<file path="src/rtl/fc_pkg.sv">
// fc_pkg: shared constants and types for the fully connected output layer.
//   N_OUT             number of output classes (matches the argmax comparator)
//   DATA_WIDTH        default accumulator / score width
//   IN_WIDTH, W_WIDTH default activation and weight widths
//   ACC_MAX, ACC_MIN  clamp limits at the default DATA_WIDTH
//   fc_state_e        frame FSM states
package fc_pkg;

  localparam int N_OUT      = 10;
  localparam int DATA_WIDTH = 29;
  localparam int IN_WIDTH   = 8;
  localparam int W_WIDTH    = 8;
  localparam int N_IN       = 32;

  localparam logic signed [DATA_WIDTH-1:0] ACC_MAX = {1'b0, {(DATA_WIDTH-1){1'b1}}};
  localparam logic signed [DATA_WIDTH-1:0] ACC_MIN = {1'b1, {(DATA_WIDTH-1){1'b0}}};

  typedef enum logic {
    IDLE = 1'b0,
    ACC  = 1'b1
  } fc_state_e;

  function automatic int max_i(input int a, input int b);
    return (a > b) ? a : b;
  endfunction

endpackage

</file>
<file path="src/rtl/mac_sat_lane.sv">
// mac_sat_lane: one output class. Registers act*w for each accepted beat,
// then folds it into a saturating signed accumulator. On a frame's first
// beat the accumulator restarts from the bias instead of its old value.
//   clk, rst      clock, synchronous active-high reset
//   beat_i        a beat transfers this edge
//   first_i       that beat opens a frame (capture bias)
//   act_i         unsigned activation
//   w_i, bias_i   signed weight and bias for this class
//   acc_en_i      product register holds a live beat
//   acc_first_i   that live beat was a frame's first
//   acc_o         current accumulator value
module mac_sat_lane
  import fc_pkg::*;
#(
  parameter int DATA_WIDTH = fc_pkg::DATA_WIDTH,
  parameter int IN_WIDTH   = fc_pkg::IN_WIDTH,
  parameter int W_WIDTH    = fc_pkg::W_WIDTH
) (
  input  logic                         clk,
  input  logic                         rst,
  input  logic                         beat_i,
  input  logic                         first_i,
  input  logic [IN_WIDTH-1:0]          act_i,
  input  logic signed [W_WIDTH-1:0]    w_i,
  input  logic signed [W_WIDTH-1:0]    bias_i,
  input  logic                         acc_en_i,
  input  logic                         acc_first_i,
  output logic signed [DATA_WIDTH-1:0] acc_o
);

  localparam int PW = IN_WIDTH + W_WIDTH + 1;
  // Sum is one bit wider than the wider of acc and product, so narrow
  // accumulators (smaller than a single product) still detect overflow.
  localparam int SW = max_i(DATA_WIDTH, PW) + 1;

  logic signed [PW-1:0]         p_q, prod_d;
  logic signed [W_WIDTH-1:0]    bias_q;
  logic signed [DATA_WIDTH-1:0] acc_q, acc_d;
  logic signed [SW-1:0]         base, sum, max_ext, min_ext;

  assign prod_d  = PW'($signed({1'b0, act_i})) * PW'(w_i);
  assign max_ext = {{(SW-DATA_WIDTH+1){1'b0}}, {(DATA_WIDTH-1){1'b1}}};
  assign min_ext = {{(SW-DATA_WIDTH+1){1'b1}}, {(DATA_WIDTH-1){1'b0}}};

  always_comb begin
    base  = acc_first_i ? {{(SW-W_WIDTH){bias_q[W_WIDTH-1]}}, bias_q}
                        : {{(SW-DATA_WIDTH){acc_q[DATA_WIDTH-1]}}, acc_q};
    sum   = base + {{(SW-PW){p_q[PW-1]}}, p_q};
    acc_d = sum[DATA_WIDTH-1:0];
    if (sum > max_ext)      acc_d = max_ext[DATA_WIDTH-1:0];
    else if (sum < min_ext) acc_d = min_ext[DATA_WIDTH-1:0];
  end

  always_ff @(posedge clk) begin
    if (rst) begin
      p_q    <= '0;
      bias_q <= '0;
      acc_q  <= '0;
    end else begin
      if (beat_i)            p_q    <= prod_d;
      if (beat_i && first_i) bias_q <= bias_i;
      if (acc_en_i)          acc_q  <= acc_d;
    end
  end

  assign acc_o = acc_q;

endmodule

</file>
<file path="src/rtl/output_layer_acc.sv">
// output_layer_acc: fully connected output layer. One activation plus its
// N_OUT weights arrive per beat; N_IN beats make a frame. Three stages:
// product register, saturating accumulate, output register with a
// one-cycle valid pulse.
//   clk, rst    clock, synchronous active-high reset
//   in_valid    beat present
//   in_ready    low only while rst is high (no back-pressure)
//   in_act      unsigned activation
//   in_weights  class j weight at [j*W_WIDTH +: W_WIDTH]
//   bias        class j bias, same packing, taken on a frame's first beat
//   layer_out   class j score at [j*DATA_WIDTH +: DATA_WIDTH], registered
//   valid       one-cycle pulse when layer_out holds a new frame
module output_layer_acc
  import fc_pkg::*;
#(
  parameter int DATA_WIDTH = fc_pkg::DATA_WIDTH,
  parameter int IN_WIDTH   = fc_pkg::IN_WIDTH,
  parameter int W_WIDTH    = fc_pkg::W_WIDTH,
  parameter int N_IN       = fc_pkg::N_IN,
  parameter int N_OUT      = fc_pkg::N_OUT
) (
  input  logic                          clk,
  input  logic                          rst,
  input  logic                          in_valid,
  output logic                          in_ready,
  input  logic [IN_WIDTH-1:0]           in_act,
  input  logic [N_OUT*W_WIDTH-1:0]      in_weights,
  input  logic [N_OUT*W_WIDTH-1:0]      bias,
  output logic [N_OUT*DATA_WIDTH-1:0]   layer_out,
  output logic                          valid
);

  localparam int CW = (N_IN > 1) ? $clog2(N_IN) : 1;

  fc_state_e                   state_q;
  logic [CW-1:0]               beat_cnt_q;
  logic                        s1_vld_q, s1_first_q;
  // last-beat marker per stage; [3] is the valid pulse itself
  logic [3:1]                  last_pipe_q;
  logic [N_OUT*DATA_WIDTH-1:0] layer_out_q;
  logic [N_OUT*DATA_WIDTH-1:0] acc_flat;
  logic                        fire, first_beat, last_beat;

  assign in_ready   = ~rst;
  assign fire       = in_valid & in_ready;
  assign first_beat = fire & (state_q == IDLE);
  assign last_beat  = fire & (state_q == ACC) & (beat_cnt_q == CW'(N_IN-1));

  always_ff @(posedge clk) begin
    if (rst) begin
      state_q     <= IDLE;
      beat_cnt_q  <= '0;
      s1_vld_q    <= 1'b0;
      s1_first_q  <= 1'b0;
      last_pipe_q <= '0;
      layer_out_q <= '0;
    end else begin
      if (fire) begin
        case (state_q)
          IDLE: begin
            beat_cnt_q <= CW'(1);
            state_q    <= ACC;
          end
          ACC: begin
            if (beat_cnt_q == CW'(N_IN-1)) begin
              beat_cnt_q <= '0;
              state_q    <= IDLE;
            end else begin
              beat_cnt_q <= beat_cnt_q + CW'(1);
            end
          end
          default: state_q <= IDLE;
        endcase
      end
      s1_vld_q       <= fire;
      s1_first_q     <= first_beat;
      last_pipe_q[1] <= last_beat;
      last_pipe_q[2] <= last_pipe_q[1];
      last_pipe_q[3] <= last_pipe_q[2];
      // acc_flat is the pre-edge value, so a back-to-back frame restarting
      // the accumulators on this same edge does not disturb the copy.
      if (last_pipe_q[2]) layer_out_q <= acc_flat;
    end
  end

  for (genvar j = 0; j < N_OUT; j++) begin : g_lane
    mac_sat_lane #(
      .DATA_WIDTH(DATA_WIDTH),
      .IN_WIDTH  (IN_WIDTH),
      .W_WIDTH   (W_WIDTH)
    ) u_lane (
      .clk        (clk),
      .rst        (rst),
      .beat_i     (fire),
      .first_i    (first_beat),
      .act_i      (in_act),
      .w_i        (in_weights[j*W_WIDTH +: W_WIDTH]),
      .bias_i     (bias[j*W_WIDTH +: W_WIDTH]),
      .acc_en_i   (s1_vld_q),
      .acc_first_i(s1_first_q),
      .acc_o      (acc_flat[j*DATA_WIDTH +: DATA_WIDTH])
    );
  end

  assign layer_out = layer_out_q;
  assign valid     = last_pipe_q[3];

endmodule

</file>
<file path="config.mk">
export PLATFORM = sky130hd
export DESIGN_NAME = output_layer_acc
export DESIGN_NICKNAME = d
export VERILOG_FILES = /design/src/rtl/fc_pkg.sv /design/src/rtl/mac_sat_lane.sv /design/src/rtl/output_layer_acc.sv
export SDC_FILE = /design/constraint.sdc
export NUM_CORES = 2
export LEC_CHECK = 0
export ABC_AREA = 1
export BUFFER_PORTS_ARGS = -buffer_cell sky130_fd_sc_hd__buf_4
export CORE_UTILIZATION = 50
export CTS_BUF_LIST = sky130_fd_sc_hd__clkbuf_4
export DETAILED_ROUTE_END_ITERATION = 8
export PLACE_DENSITY_LB_ADDON = 0.05
export SKIP_CTS_REPAIR_TIMING = 1
export SYNTH_ARGS = -nofsm -noshare
export SYNTH_HDL_FRONTEND = slang
export SYNTH_SLANG_ARGS = --single-unit
</file>
<file path="constraint.sdc">
create_clock -name clk -period 7.4 [get_ports clk]
set_input_delay 1.48 -clock clk [delete_from_list [all_inputs] [get_ports clk]]
set_output_delay 1.48 -clock clk [all_outputs]
set_load 0.005 [all_outputs]
</file>
==> metrics.md <==
| Metric | Value |
|---|---|
| Hold WS | `0.363 ns` |
| Final setup viols | `0` |
| Tightest Pin Transition | `1.06 ns` |
| CTS tree | `done` |
| IO buf count | `462` |
| I/O pins | `463` |
| Total Routing Usage GR | `0.328` |
| Mean routed wirelength per cell | `18.4 µm` |
| Initial antenna violation count | `36` |
| Kind of critical path | `in2reg` |
| Die area | `153,000 µm²` |
| Crit-path max FO | `38` |
| Core ar. | `150,000 µm²` |
| Max H-tree Level | `4` |
| GRT overflow | `0` |
| Fillers | `15,500` |
| Die extent in y | `391 µm` |
| Utilization after layout | `0.552` |
| Area grow syn2layout | `9.57%` |
| Die Wd | `391 µm` |
| Yosys Warn Count | `0` |
| Number of global-route vias before repair | `71,500` |
| Max-slew violation count | `0` |
| Min Tclk post-route | `5.28 ns` |
| Status | `complete, no violations` |
| DRT iter0 DRCs | `4,275` |
| DR vias | `71,900` |
| Final hold vios | `0` |
| Max Buffers Root-to-Sink | `3` |
| Synth Register Bits | `841` |
| PwrDens | `216 nW/µm²` |
| Unrepaired setup endpoints after global routing | `false` |
| CP Data Arrival Time | `6.39 ns` |
| First-pass GRT wire length | `395,000 µm` |
| Most frequent cells in the layout | `nand2_1 (2,689), inv_1 (2,033), o21ai_0 (1,001)` |
| Period Utilization, post-route | `0.714` |
| Relative slew slack | `0.291` |
| Root Buffer | `clkbuf_4` |
| Required @ worst endpoint | `8.51 ns` |
| Layout cell share with drive strength beyond 1 | `0.104` |
| Post-route ant nets | `0` |
| Post-synthesis sequential area ratio | `0.223` |
| Final WS setup | `2.12 ns` |
| Final Total Pwr | `17.9 mW` |
| Share of the synthesized area in the top cell type | `0.223` |
| Critical Path Source Type | `primary input` |
| P_leak | `44.9 nW` |
| VDD IR max | `143 µV` |
| GP Congestion | `0.965` |
| Clock sink count | `841` |
| Reg clk slew, reported paths | `0.07 ns` |
| Clk_lat worst skew | `1.32 ns` |
| Largest cells by area after synthesis | `dfxtp_1 (22%), nand2_1 (13%), ha_1 (12%), inv_1 (10%), fa_1 (10%)` |
| Post-Synthesis Cells | `11,200` |
| Initial Util | `0.504` |
| Pin count of the biggest net entering global routing | `234` |
| Via density per instance | `5.25` |
| Post-synthesis cell type count | `53` |
| Fmax | `189 MHz` |
| Final Cell Area | `82,800 µm²` |
| Post-synthesis area per instance | `6.74 µm²` |
| # rows | `142` |
| Worst clock skew | `0.106 ns` |
| Post-route insts no fill | `13,700` |
| Max-cap violations | `0` |
| Synth Net Count | `12,500` |
| EDFF count, synth | `0` |
| Pre-CTS setup slack | `0.888 ns` |
| DRC Markers | `0` |
| Post-synth top flop | `dfxtp_1` |
| Setup_tns | `0 ns` |
| Dominant cell type by area after synthesis | `dfxtp_1` |
| First-pass iteration count of the detailed router | `8` |
| TritonCTS buffer count | `233` |
| Nets@finish | `12,700` |
| Detailed placer's ending HPWL | `193,000 µm` |
| Most common cell after layout, fill and taps aside | `nand2_1` |
| Hold WC Path Type | `in2reg` |
| Total wire length | `252,000 µm` |
| CP Capture Type | `flop` |
| Placement Cell Area | `79,700 µm²` |
| Synthesized area | `75,500 µm²` |
| R2R setup slack | `2.76 ns` |
| DP Cell Count | `13,200` |
| Asr flop ratio synth | `0` |
## power breakdown
| part | switching (mW) | leakage (nW) | internal, mW |
|---|---|---|---|
| Combinational | 5.39 | 36.3 | 2.93 |
| Clock | 2.17 | 1.73 | 2.16 |
| Sequential | 0.386 | 6.89 | 4.88 |
## cells by family after synthesis
group,Yosys count,synth area share
XOR/XNOR,233,0.0270
buffers and inverters,2535,0.132
AO/OA/AOI/OAI,2256,0.168
AND/OR/NAND/NOR,4234,0.231
adder cells (fa/ha/maj),1102,0.220
flip-flops,841,0.223
## final cells by class
| type | instances | area (µm²) | area share |
|---|---|---|---|
| Inverter | 2047 | 7700 | 0.0930 |
| Sequential cell | 841 | 16800 | 0.204 |
| Clock inverter | 81 | 504 | 0.00609 |
| Tap cell | 2016 | 2520 | 0.0305 |
| Multi-Input combinational cell | 7825 | 48800 | 0.589 |
| Antenna cell | 34 | 85.1 | 0.00103 |
| Clock buffer | 322 | 2420 | 0.0292 |
| Timing Repair Buffer | 514 | 3930 | 0.0474 |
## final timing paths
check        cells after the start                         end           start
max                             19    g_lane[4].u_lane.p_q[12]       in_act[0]
min                              3  g_lane[9].u_lane.bias_q[5]        bias[77]
max reg2reg                     17  g_lane[9].u_lane.acc_o[13]      s1_first_q
min reg2reg                      2              last_pipe_q[2]  last_pipe_q[1]
## Yosys cell counts, types with 17 or more instances
master	n
a211oi_1	19
a21oi_1	812
a21oi_2	184
and2_1	17
buf_1	17
buf_6	22
clkbuf_1	345
clkbuf_2	67
dfxtp_1	841
fa_1	380
ha_1	722
inv_1	2034
nand2_1	2689
nand2_2	58
nand3_1	376
nand4_1	85
nor2_1	843
nor3_1	65
o211ai_1	43
o21ai_0	1001
o21bai_1	100
o31ai_1	65
or2_2	18
xnor2_1	74
xor2_1	159
## flip-flops by register name, summed over array words and instances (netlist names)
| name | cells |
|---|---|
| g_lane.u_lane.acc_o | 290 |
| layer_out | 290 |
| g_lane.u_lane.p_q | 170 |
| g_lane.u_lane.bias_q | 80 |
| beat_cnt_q | 5 |
| last_pipe_q | 3 |
| s1_first_q | 1 |
| s1_vld_q | 1 |
| state_q | 1 |
## critical path, stage by stage
cell,delay [ns]
buf_4,0.41
clkinv_1,0.70
nand2_1,0.24
fa_1,0.45
fa_1,0.49
inv_1,0.05
fa_1,0.48
inv_1,0.05
fa_1,0.47
inv_1,0.04
ha_1,0.32
a21oi_1,0.18
o21ai_0,0.13
a21oi_1,0.19
nor2_1,0.08
o21ai_0,0.24
a21oi_1,0.10
o21ai_0,0.20
inv_1,0.07
## per-layer routing
metal | GRT usage | routed length [µm] | vias up
li1 | - | - | 36000
met1 | 0.381 | 102000 | 33500
met2 | 0.580 | 123000 | 1888
met3 | 0.0521 | 13000 | 544
met4 | 0.166 | 12400 | 20
met5 | 0 | 126 | -
No activity file was read; power rests on OpenSTA's default activity.
